[config.mk]
export PLATFORM = sky130hd
export DESIGN_NAME = obsidian_fetch_ctrl_flat
export DESIGN_NICKNAME = d
export VERILOG_FILES = /design/src/rtl/obsidian_fetch_ctrl_pkg.sv /design/src/rtl/obsidian_fetch_ctrl_if.sv /design/src/rtl/obsidian_fetch_skid.sv /design/src/rtl/obsidian_fetch_ctrl.sv /design/src/flat_wrapper.sv
export SDC_FILE = /design/constraint.sdc
export NUM_CORES = 1
export LEC_CHECK = 0
export CAP_MARGIN = 20
export CELL_PAD_IN_SITES_DETAIL_PLACEMENT = 0
export CELL_PAD_IN_SITES_GLOBAL_PLACEMENT = 1
export CORE_MARGIN = 1.5
export CORE_UTILIZATION = 42
export DETAILED_ROUTE_END_ITERATION = 6
export HOLD_SLACK_MARGIN = 0.05
export PLACE_DENSITY = 0.87
export SYNTH_ARGS = -nofsm -noshare
export SYNTH_HDL_FRONTEND = slang
export SYNTH_SLANG_ARGS = --single-unit
[constraint.sdc]
create_clock -name clk -period 17.5 [get_ports clk]
set_input_delay 3.5 -clock clk [delete_from_list [all_inputs] [get_ports clk]]
set_output_delay 3.5 -clock clk [all_outputs]
set_load 0.01 [all_outputs]
[src/rtl/obsidian_fetch_ctrl_pkg.sv]
// Shared definitions for the Obsidian instruction-fetch controller:
// default widths and the fetch FSM state encoding.
package obsidian_fetch_ctrl_pkg;

  localparam int OBS_ADDR_W  = 32;
  localparam int OBS_INSTR_W = 32;

  typedef enum logic [1:0] {
    S_FETCH   = 2'd0,
    S_WAIT    = 2'd1,
    S_HOLD    = 2'd2,
    S_DISCARD = 2'd3
  } fetch_state_e;

endpackage

[src/rtl/obsidian_fetch_ctrl_if.sv]
// Instruction-memory request/response bundle: one word request at a time,
// accepted on req & ready, answered later by a single rvalid beat.
interface obsidian_fetch_ctrl_if
  import obsidian_fetch_ctrl_pkg::*;
#(
  parameter int ADDR_W  = OBS_ADDR_W,
  parameter int INSTR_W = OBS_INSTR_W
);

  logic               req;
  logic [ADDR_W-1:0]  addr;
  logic               ready;
  logic               rvalid;
  logic [INSTR_W-1:0] rdata;

  modport master (output req, addr, input ready, rvalid, rdata);
  modport slave  (input req, addr, output ready, rvalid, rdata);

endinterface

[src/rtl/obsidian_fetch_skid.sv]
// One-entry {pc, instr} holding register that catches a fetch response
// arriving while decode is stalled.
module obsidian_fetch_skid #(
  parameter int W = 64
) (
  input  logic         clk,
  input  logic         rst,
  input  logic         load,
  input  logic         unload,
  input  logic         clear,
  input  logic [W-1:0] din,
  output logic         valid,
  output logic [W-1:0] dout
);

  logic         valid_reg;
  logic [W-1:0] data_reg;

  // Draining and flushing both empty the entry; either beats a same-cycle load.
  always_ff @(posedge clk or posedge rst) begin
    if (rst) begin
      valid_reg <= 1'b0;
      data_reg  <= '0;
    end else if (clear || unload) begin
      valid_reg <= 1'b0;
      data_reg  <= '0;
    end else if (load) begin
      valid_reg <= 1'b1;
      data_reg  <= din;
    end
  end

  assign valid = valid_reg;
  assign dout  = data_reg;

endmodule

[src/rtl/obsidian_fetch_ctrl.sv]
// Fetch sequencer: owns the PC, keeps one imem request in flight at most,
// and fills the IF/ID register, with branch redirects flushing the path.
module obsidian_fetch_ctrl
  import obsidian_fetch_ctrl_pkg::*;
#(
  parameter int                ADDR_W   = OBS_ADDR_W,
  parameter int                INSTR_W  = OBS_INSTR_W,
  parameter logic [ADDR_W-1:0] RESET_PC = '0
) (
  input  logic                      clk,
  input  logic                      rst,
  obsidian_fetch_ctrl_if.master     imem,
  input  logic                      stall,
  input  logic                      br_taken,
  input  logic [ADDR_W-1:0]         br_target,
  output logic                      if_id_valid,
  output logic [ADDR_W+INSTR_W-1:0] IF_ID
);

  localparam int W = ADDR_W + INSTR_W;

  fetch_state_e      state_reg, state_next;
  logic [ADDR_W-1:0] pc_reg, pc_next;
  logic              if_id_valid_reg, if_id_valid_next;
  logic [W-1:0]      if_id_reg, if_id_next;

  logic              free;
  logic              consume;
  logic              req;
  logic              skid_load, skid_unload, skid_clear;
  logic              skid_valid;
  logic [W-1:0]      skid_data;

  obsidian_fetch_skid #(.W(W)) u_skid (
    .clk    (clk),
    .rst    (rst),
    .load   (skid_load),
    .unload (skid_unload),
    .clear  (skid_clear),
    .din    ({pc_reg, imem.rdata}),
    .valid  (skid_valid),
    .dout   (skid_data)
  );

  always_ff @(posedge clk or posedge rst) begin
    if (rst) begin
      state_reg       <= S_FETCH;
      pc_reg          <= RESET_PC;
      if_id_valid_reg <= 1'b0;
      if_id_reg       <= '0;
    end else begin
      state_reg       <= state_next;
      pc_reg          <= pc_next;
      if_id_valid_reg <= if_id_valid_next;
      if_id_reg       <= if_id_next;
    end
  end

  always_comb begin
    free    = !if_id_valid_reg || !stall;
    consume = if_id_valid_reg && !stall;
    req     = (state_reg == S_FETCH) && free && !br_taken && !rst;

    state_next       = state_reg;
    pc_next          = pc_reg;
    if_id_valid_next = if_id_valid_reg && !consume;
    if_id_next       = if_id_reg;
    skid_load        = 1'b0;
    skid_unload      = 1'b0;
    skid_clear       = 1'b0;

    // rvalid outside WAIT/DISCARD is a protocol error and is simply ignored.
    case (state_reg)
      S_FETCH: begin
        if (req && imem.ready) state_next = S_WAIT;
      end
      S_WAIT: begin
        if (imem.rvalid) begin
          pc_next = pc_reg + ADDR_W'(1);
          if (free) begin
            if_id_next       = {pc_reg, imem.rdata};
            if_id_valid_next = 1'b1;
            state_next       = S_FETCH;
          end else begin
            skid_load  = 1'b1;
            state_next = S_HOLD;
          end
        end
      end
      S_HOLD: begin
        if (!stall && skid_valid) begin
          if_id_next       = skid_data;
          if_id_valid_next = 1'b1;
          skid_unload      = 1'b1;
          state_next       = S_FETCH;
        end
      end
      S_DISCARD: begin
        if (imem.rvalid) state_next = S_FETCH;
      end
      default: state_next = S_FETCH;
    endcase

    // A redirect overrides everything above, including stall. A request
    // still in flight must have its response swallowed in DISCARD.
    if (br_taken) begin
      pc_next          = br_target;
      if_id_valid_next = 1'b0;
      if_id_next       = if_id_reg;
      skid_load        = 1'b0;
      skid_unload      = 1'b0;
      skid_clear       = 1'b1;
      if ((state_reg == S_DISCARD) || (state_reg == S_WAIT && !imem.rvalid))
        state_next = S_DISCARD;
      else
        state_next = S_FETCH;
    end
  end

  assign imem.req    = req;
  assign imem.addr   = pc_reg;
  assign if_id_valid = if_id_valid_reg;
  assign IF_ID       = if_id_reg;

endmodule

[src/flat_wrapper.sv]
// flat-port wrapper written by rule: the top's interface ports become plain ports
module obsidian_fetch_ctrl_flat import obsidian_fetch_ctrl_pkg::*;
#(
  parameter int                ADDR_W   = OBS_ADDR_W,
  parameter int                INSTR_W  = OBS_INSTR_W,
  parameter logic [ADDR_W-1:0] RESET_PC = '0
)
  (clk, rst, stall, br_taken, br_target, if_id_valid, IF_ID, imem_req, imem_addr, imem_ready, imem_rvalid, imem_rdata);
  obsidian_fetch_ctrl_if #(.ADDR_W(ADDR_W), .INSTR_W(INSTR_W)) imem_i ();
  input  logic clk;
  input  logic rst;
  input  logic stall;
  input  logic br_taken;
  input  logic [ADDR_W-1:0] br_target;
  output logic if_id_valid;
  output logic [ADDR_W+INSTR_W-1:0] IF_ID;
  output wire logic [$bits(imem_i.req)-1:0] imem_req;
  output wire logic [$bits(imem_i.addr)-1:0] imem_addr;
  input wire logic [$bits(imem_i.ready)-1:0] imem_ready;
  input wire logic [$bits(imem_i.rvalid)-1:0] imem_rvalid;
  input wire logic [$bits(imem_i.rdata)-1:0] imem_rdata;
  assign imem_req = imem_i.req;
  assign imem_addr = imem_i.addr;
  assign imem_i.ready = imem_ready;
  assign imem_i.rvalid = imem_rvalid;
  assign imem_i.rdata = imem_rdata;
  obsidian_fetch_ctrl #(.ADDR_W(ADDR_W), .INSTR_W(INSTR_W), .RESET_PC(RESET_PC)) u_core (.clk(clk), .rst(rst), .imem(imem_i), .stall(stall), .br_taken(br_taken), .br_target(br_target), .if_id_valid(if_id_valid), .IF_ID(IF_ID));
endmodule
# Word level (Yosys, flattened, before mapping)
# Cells that the tools add are included.
[word_totals]
register_bits = 164
input_bits = 70
[op_classes]
addsub = 1
n_eq_ne = 10
mux = 32
bitwise = 1
reduce_logical = 25
[ops]
columns = ["op", "count"]
rows = [
  ["$mux W64", 5],
  ["$pmux W64 S2", 1],
  ["$mux W32", 3],
  ["$add A32 B1 Y32 const B", 1],
  ["$mux W1", 14],
  ["$mux W2", 7],
  ["$ne A3 B3 Y1 const B", 3],
  ["$logic_and A1 B1 Y1", 8],
  ["$pmux W2 S4", 1],
  ["$reduce_bool A2 Y1", 4],
  ["$logic_not A1 Y1", 6],
  ["$reduce_and A5 Y1", 1],
  ["$eq A2 B2 Y1 const B", 2],
  ["$ne A2 B1 Y1 const B", 2],
  ["$reduce_and A4 Y1", 1],
  ["$logic_or A1 B1 Y1", 3],
  ["$ne A3 B2 Y1 const B", 1],
  ["$eq A2 B1 Y1 const B", 1],
  ["$logic_not A2 Y1", 1],
  ["$ne A2 B2 Y1 const B", 1],
  ["$pmux W1 S2", 1],
  ["$reduce_and A2 Y1", 1],
  ["$not A1 Y1", 1],
]

# Longest topological paths before layout
# Gate-level depths: netlist of run 1.
[depth]
ltp_word = 9
mapped_depth = 9
mapped_depth_nobuf = 6

# Hierarchy
# A second synthesis of run 1 with hierarchy kept.
[unflattened]
hier_cells = 750
hier_area_um2 = 7742.4
[modules_own_cells]
columns = ["module", "instances", "cells_each", "area_per_inst_um2", "seq_area_each_um2"]
rows = [
  ["obsidian_fetch_ctrl", 1, 539, 5102.4, 2477.4],
  ["obsidian_fetch_skid", 1, 211, 2640.0, 1626.6],
]

# Least setup slack after synthesis of run 1
# OpenSTA, ideal clock, no wires.
[synth_timing]
path_kind = "input to output"
from = "in rst"
to = "out imem_req"
arrival_ps = 3974
slack_ps = 10026
stages = 2
n_path_buf = 0
path_cell_list = "a211oi_1 and2_1"
[synth_between]
elab_chain_cells = 2
[synth_lines]
columns = ["item", "line", "text"]
rows = [
  ["start, declared", "flat_wrapper.sv:11", "input logic rst;"],
  ["$logic_not A1 Y1 (no source line)", "--", ""],
  ["$logic_and A1 B1 Y1", "obsidian_fetch_ctrl.sv:62", "req = (state_reg == S_FETCH) && free && !br_taken && !rst;"],
  ["end, declared", "flat_wrapper.sv:17", "output wire logic [$bits(imem_i.req)-1:0] imem_req;"],
]
# Every way passes these cells.

# Final worst setup path of run 1
[layout_timing]
from = "in br_taken"
to = "out imem_req"
[layout_between]
elab_chain_cells = 3
[layout_lines]
columns = ["item", "line", "text"]
rows = [
  ["start, declared", "flat_wrapper.sv:13", "input logic br_taken;"],
  ["$logic_not A1 Y1", "obsidian_fetch_ctrl.sv:62", ""],
  ["$logic_and A1 B1 Y1 (2 in a row)", "obsidian_fetch_ctrl.sv:62", ""],
]
# Every way passes these cells.

==> qor.txt, run 1 <==
Ys flop type - dfrtp_1
Clock Path Buffers - 2
Clock sinks - 164
Layout fillers - 1642
Crit-path most repeated cell - clkdlybuf4s50_1
Pwr Density - 136 mW/mm2
Starting Density - 0.431
# nets final - 1029
Reg2Reg Capture Point - u_core.IF_ID[4]
Final period utilization - 0.501
RR Startpoint - u_core.state_reg[0]
Largest net degree at the start of global routing - 96
Switching Fraction - 0.321
Post-route setup TNS - 0 ps
Vias per cell - 5.37
Placed Area - 0.00956 mm2
Reg area - 0.00410 mm2
Clk_lat worst skew - 420 ps
Clk_skew - 8.54 ps
Antenna-violating nets left - 0
Area Growth Syn to Fin - 30.5%
Vias in the first global route - 6076
Post-Layout Cell Count - 1195
Hold-fix buffers, CTS - 0
Switching power - 0.444 mW
R2R Setup Slk - 14740 ps
Cells along the critical path - clkdlybuf4s50_1, buf_4, a211oi_1, and2_1, clkdlybuf4s50_1
Setup bufs post-CTS - 0
Post-synth top area share - 0.526
First-pass GRT wire length - 32600 um
Ys Warns - 0
Die W - 139 um
Synthesized instance count - 820
Synthesized flop and latch total - 164
Critical Path RT - 14000 ps
Row count - 49
Data arrival time of the critical path - 5270 ps
Multi-input gate area - 0.00339 mm2
Clock Power Share - 0.282
Share of layout cells above drive strength 1 - 0.0590
P_leak - 4.04 nW
Failing checks - design-rule violations
Rel. slew slack - 0.395
Synth top area cells - dfrtp_1 53%, mux2i_1 8.3%, a21oi_1 8.2%
Crit path time final - 8770 ps
Starting DRT DRC Count - 387
Pre-CTS setup slack - 8720 ps
PostCTS Resize Cnt - 0
Worst Hold Class - flop to flop
FF-to-FF path depth - 7
RSZ-0062 raised after global routing - no
Post-Layout Inst Area - 0.0102 mm2
DRT Pass-1 Iters - 6
Pint - 0.941 mW
Hold Path Origin - u_core.u_skid.valid
Final Hold Vio Count - 0
TritonCTS clock tree - yes
Core area - 0.0181 mm2
Maximum vdd drop - 0.101 mV
Die Height - 139 um
Grt ovf - 0
Status - finished, violations left
Worst-path clk slew - 60 ps
Initial antenna violation count - 0
Overall routing resource usage - 0.210
Worst slew pin tran - 908 ps
Clock buffer count from CTS - 17
Comb power frac - 0.339
Max-slew violation count - 0
Crit path max-delay family - buffers and inverters
Placed Cells incl. Taps - 1163
Root Buffer - clkbuf_16
IO Pins - 168
Via count - 6415
CP max-delay cell - clkdlybuf4s50_1
Sum of buffers and inverters on the critical path - 3
WL/cell - 16.7 um
H-Tree Depth - 4
Post-Syn Nets - 896
Max cap viols - 0
Startpoint types - input pin
FFs w/ async S/R, synth - 1.00
DRT Wirelength - 19900 um
HPWL after detailed placement - 12800 um
Sequential share of the synthesized area - 0.526
Hold endpoint - u_core.u_skid.valid
# diodes - 0
Post-synth EDFFs - 0
Netlist cell types - 43
Die area - 0.0194 mm2
Worst setup EP type - output pin
Synthesized area - 0.00780 mm2
Min Hold Slack - 521 ps
Final setup viols - 0
Synth area leader - dfrtp_1
Fin worst setup slack - 8730 ps
Critical path type - input pin to output pin
Gpl congestion - 0.817
Max frequency - 114 MHz
DRC Markers - 11
Avg Inst Size Synth - 9.51 um2
Max incr delay on CP - 560 ps
Largest fanout on the critical path - 35
IO Port Bufs - 167
Sequential power share - 0.380
Hold path cells - 2
==> how the worst max path moves through the flow <==
stage | start | to | slack, ps | cells after the start
2_1_floorplan | rst | u_core.IF_ID[0] | 9570 | 1
4_1_cts | br_taken | imem_req | 8720 | 5
6_report | br_taken | imem_req | 8730 | 5
5_1_grt | br_taken | imem_req | 8620 | 5
3_3_place_gp | br_taken | imem_req | 8700 | 5
3_5_place_dp | br_taken | imem_req | 8720 | 5
==> kinds of logic after synthesis <==
logic type | synth area share
DFF | 0.526
muxes | 0.0849
xor gates and xnor gates | 0.0135
AOI/OAI and AO/OA | 0.137
and+or+nand+nor | 0.185
buffers and inverters | 0.0440
adders and majority gates | 0.00962
==> Yosys cell counts (2+ instances only) <==
| cell type | n |
|---|---|
| a211oi_1 | 2 |
| a21bo_2 | 2 |
| a21oi_1 | 128 |
| a31oi_1 | 18 |
| and2_1 | 5 |
| and3_1 | 2 |
| and4_1 | 10 |
| buf_2 | 30 |
| buf_4 | 4 |
| clkbuf_1 | 25 |
| dfrtp_1 | 164 |
| ha_1 | 6 |
| inv_1 | 9 |
| mux2i_1 | 65 |
| nand2_1 | 155 |
| nand3_1 | 14 |
| nand3_4 | 2 |
| nand4_1 | 9 |
| nand4_4 | 4 |
| nor2_1 | 84 |
| nor2b_1 | 3 |
| o211ai_1 | 2 |
| o21ai_0 | 18 |
| o31ai_1 | 14 |
| or3_1 | 2 |
| or4_1 | 16 |
| xnor2_1 | 2 |
| xor2_1 | 10 |
==> per-layer routing <==
metal | track usage | vias to the layer above | wire length, um
met5 | 0 | - | 0
met4 | 0.0594 | 0 | 265
met3 | 0.0420 | 16 | 1120
met2 | 0.327 | 156 | 9230
met1 | 0.299 | 3130 | 9290
li1 | - | 3113 | -
==> cell type report <==
type,count,area share
multi-input cells,585,0.333
repair buffers,176,0.171
clock inverters,14,0.0173
flip-flops and latches,164,0.403
inverters,9,0.00381
well taps,229,0.0282
clock buffers,18,0.0432
==> tightest hold or removal path: stages (launching register included) <==
cell,delay [ps]
dfrtp_1,360
nor2_1,50
nor2_1,70
==> cells in the final DEF (no fill, tap or decap), types with 3 or more instances in the layout <==
| master | Yosys | final |
|---|---|---|
| clkdlybuf4s50_1 | 0 | 167 |
| dfrtp_1 | 164 | 164 |
| nand2_1 | 155 | 154 |
| a21oi_1 | 128 | 128 |
| nor2_1 | 84 | 84 |
| mux2i_1 | 65 | 65 |
| o21ai_0 | 18 | 18 |
| a31oi_1 | 18 | 18 |
| clkbuf_16 | 0 | 17 |
| or4_1 | 16 | 16 |
| o31ai_1 | 14 | 14 |
| nand3_1 | 14 | 13 |
| xor2_1 | 10 | 10 |
| and4_1 | 10 | 10 |
| nand4_1 | 9 | 9 |
| buf_4 | 4 | 9 |
| inv_1 | 9 | 8 |
| and2_1 | 5 | 5 |
| ha_1 | 6 | 5 |
| nand4_4 | 4 | 4 |
| clkinvlp_4 | 0 | 4 |
| nor2b_1 | 3 | 3 |
| bufinv_16 | 0 | 3 |
| clkinv_4 | 0 | 3 |
==> stage by stage <==
step           utilization  power (mW)
2_1_floorplan            -       0.767
3_3_place_gp         0.529       0.998
3_5_place_dp         0.529        1.01
4_1_cts              0.563        1.40
5_1_grt              0.563        1.46
6_report             0.563        1.39
==> power groups by stage <==
stage | combinational (mW) | clock, mW | sequential [mW]
after floorplan | 0.207 | 0 | 0.560
after global routing | 0.511 | 0.413 | 0.540
after CTS | 0.475 | 0.398 | 0.527
after detailed placement | 0.472 | 0 | 0.534
final | 0.469 | 0.390 | 0.526
after global placement | 0.466 | 0 | 0.532
Note: power is estimated with default switching activity, not from simulation.
==> run 2: changes to the inputs <==
--- a/config.mk
+++ b/config.mk
@@ -9,10 +9,10 @@
 export CELL_PAD_IN_SITES_DETAIL_PLACEMENT = 0
 export CELL_PAD_IN_SITES_GLOBAL_PLACEMENT = 1
 export CORE_MARGIN = 1.5
-export CORE_UTILIZATION = 42
+export CORE_UTILIZATION = 35
 export DETAILED_ROUTE_END_ITERATION = 6
 export HOLD_SLACK_MARGIN = 0.05
-export PLACE_DENSITY = 0.87
+export PLACE_DENSITY = 0.77
 export SYNTH_ARGS = -nofsm -noshare
 export SYNTH_HDL_FRONTEND = slang
 export SYNTH_SLANG_ARGS = --single-unit
==> constraint.sdc (replaced) <==
create_clock -name clk -period 7.1 [get_ports clk]
set_input_delay 1.42 -clock clk [delete_from_list [all_inputs] [get_ports clk]]
set_output_delay 1.42 -clock clk [all_outputs]
set_load 0.01 [all_outputs]
==> run 2 against run 1 <==
Effect of this change: the run now ends clean; non-clock buffer count up 1; routed wire length is 6.1% higher; critical path type unchanged; critical path depth unchanged; sequential share of layout area down 0.23 points; total power up 140%.
==> qor.txt, run 2 (synthesis gave the netlist of run 1 again) <==
Status - finished, final reports clean
Grt ovf - 0
Hold path cells - 2
Clk_skew - 16.9 ps
Most frequent cells in the layout - 167 x clkdlybuf4s50_1, 164 x dfrtp_1, 154 x nand2_1, 128 x a21oi_1, 84 x nor2_1
HPWL after detailed placement - 13200 um
IO Port Bufs - 167
Rel. slew slack - 0.310
Vias per cell - 5.19
DRT met1 WL - 10000 um
R2R Setup Slk - 4340 ps
RSZ-0062 raised after global routing - no
Most common cell after layout, fill and taps aside - clkdlybuf4s50_1
Clock sinks - 164
Hold endpoint - u_core.u_skid.valid
P_leak - 4.03 nW
Die Height - 152 um
Pint - 2.28 mW
Reg2Reg Capture Point - u_core.IF_ID[10]
DRT Pass-1 Iters - 4
# nets final - 1030
Largest net degree at the start of global routing - 113
Finished Core Util - 0.469
Max cap viols - 0
Post-Layout Cell Count - 1247
Layout fillers - 2068
Pre-CTS setup slack - 2500 ps
Overall routing resource usage - 0.185
Core area - 0.0218 mm2
Fin worst setup slack - 2490 ps
DRC Markers - 0
Max layer used - met5
Max frequency - 217 MHz
Starting DRT DRC Count - 333
Setup bufs post-CTS - 0
Die W - 152 um
Clock Power Share - 0.270
Die area - 0.0232 mm2
Largest fanout on the critical path - 35
Hold-fix buffers, CTS - 0
Worst slew pin tran - 1030 ps
Initial antenna violation count - 1
# diodes - 0
TritonCTS clock tree - yes
Max-slew violation count - 0
Switching Fraction - 0.324
Pwr Density - 330 mW/mm2
Post-route setup TNS - 0 ps
PostCTS Resize Cnt - 0
Startpoint types - input pin
Worst setup EP type - output pin
Root Buffer - clkbuf_16
Critical Path RT - 5680 ps
Clock buffer count from CTS - 17
Area Growth Syn to Fin - 31.2%
DRT Wirelength - 21100 um
WL/cell - 16.9 um
RR Startpoint - u_core.state_reg[0]
Share of layout cells above drive strength 1 - 0.0589
Worst Hold Class - flop to flop
Antenna-violating nets left - 0
FF-to-FF path depth - 7
Switching power - 1.09 mW
Comb power frac - 0.345
Via count - 6476
Sequential power share - 0.386
Maximum vdd drop - 0.139 mV
H-Tree Depth - 4
Worst-path clk slew - 60 ps
Met2 wire length - 9860 um
Final Hold Vio Count - 0
IO Pins - 168
Vias in the first global route - 6186
First-pass GRT wire length - 34000 um
Row count - 54
Crit path time final - 4610 ps
Placed Cells incl. Taps - 1214
Final period utilization - 0.649
Starting Density - 0.357
Data arrival time of the critical path - 3190 ps
Critical path type - input pin to output pin
Met3 wire length - 1010 um
Final setup viols - 0
Min Hold Slack - 521 ps
Clk_lat worst skew - 430 ps
Hold Path Origin - u_core.u_skid.valid
Gpl congestion - 0.741
Clock Path Buffers - 2
-- run 2: routing by layer --
| layer | up-vias | track usage |
|---|---|---|
| met2 | 190 | 0.290 |
| met3 | 17 | 0.0384 |
| li1 | 3124 | - |
| met1 | 3143 | 0.259 |
| met4 | 2 | 0.0504 |
| met5 | - | 0 |
-- run 2: through the flow --
stage / instance area (um2) / total power [mW]
floorplan: 7800 / 1.89
global placement: 9620 / 2.47
detailed placement: 9620 / 2.49
CTS: 10200 / 3.41
global route: 10200 / 3.57
finish: 10200 / 3.37
-- run 2: worst max-delay path by stage --
stage | start | to | slack (ps)
after global placement | br_taken | imem_req | 2470
after floorplan | rst | u_core.IF_ID[0] | 1250
after global routing | br_taken | imem_req | 2300
final | br_taken | imem_req | 2490
after detailed placement | br_taken | imem_req | 2500
after CTS | br_taken | imem_req | 2500
-- run 2: power by group through the flow --
stage / sequential, mW / clock [mW] / combinational [mW]
5_1_grt: 1.33 / 0.960 / 1.28
6_report: 1.30 / 0.909 / 1.16
2_1_floorplan: 1.38 / 0 / 0.510
3_3_place_gp: 1.31 / 0 / 1.16
3_5_place_dp: 1.32 / 0 / 1.17
4_1_cts: 1.30 / 0.932 / 1.18
-- run 2: layout make-up --
cell class              count  area [um2]  area share
clock buffers              22         484      0.0473
clock inverters            10        97.6     0.00954
inverters                   9        38.8     0.00379
multi-input cells         585        3390       0.331
flip-flops and latches    164        4100       0.401
well taps                 280         350      0.0342
repair buffers            177        1770       0.173
-- run 2: critical path, stage by stage --
cell and delay (ps):
clkdlybuf4s50_1 390, buf_4 230, a211oi_1 380, and2_1 180, clkdlybuf4s50_1 570
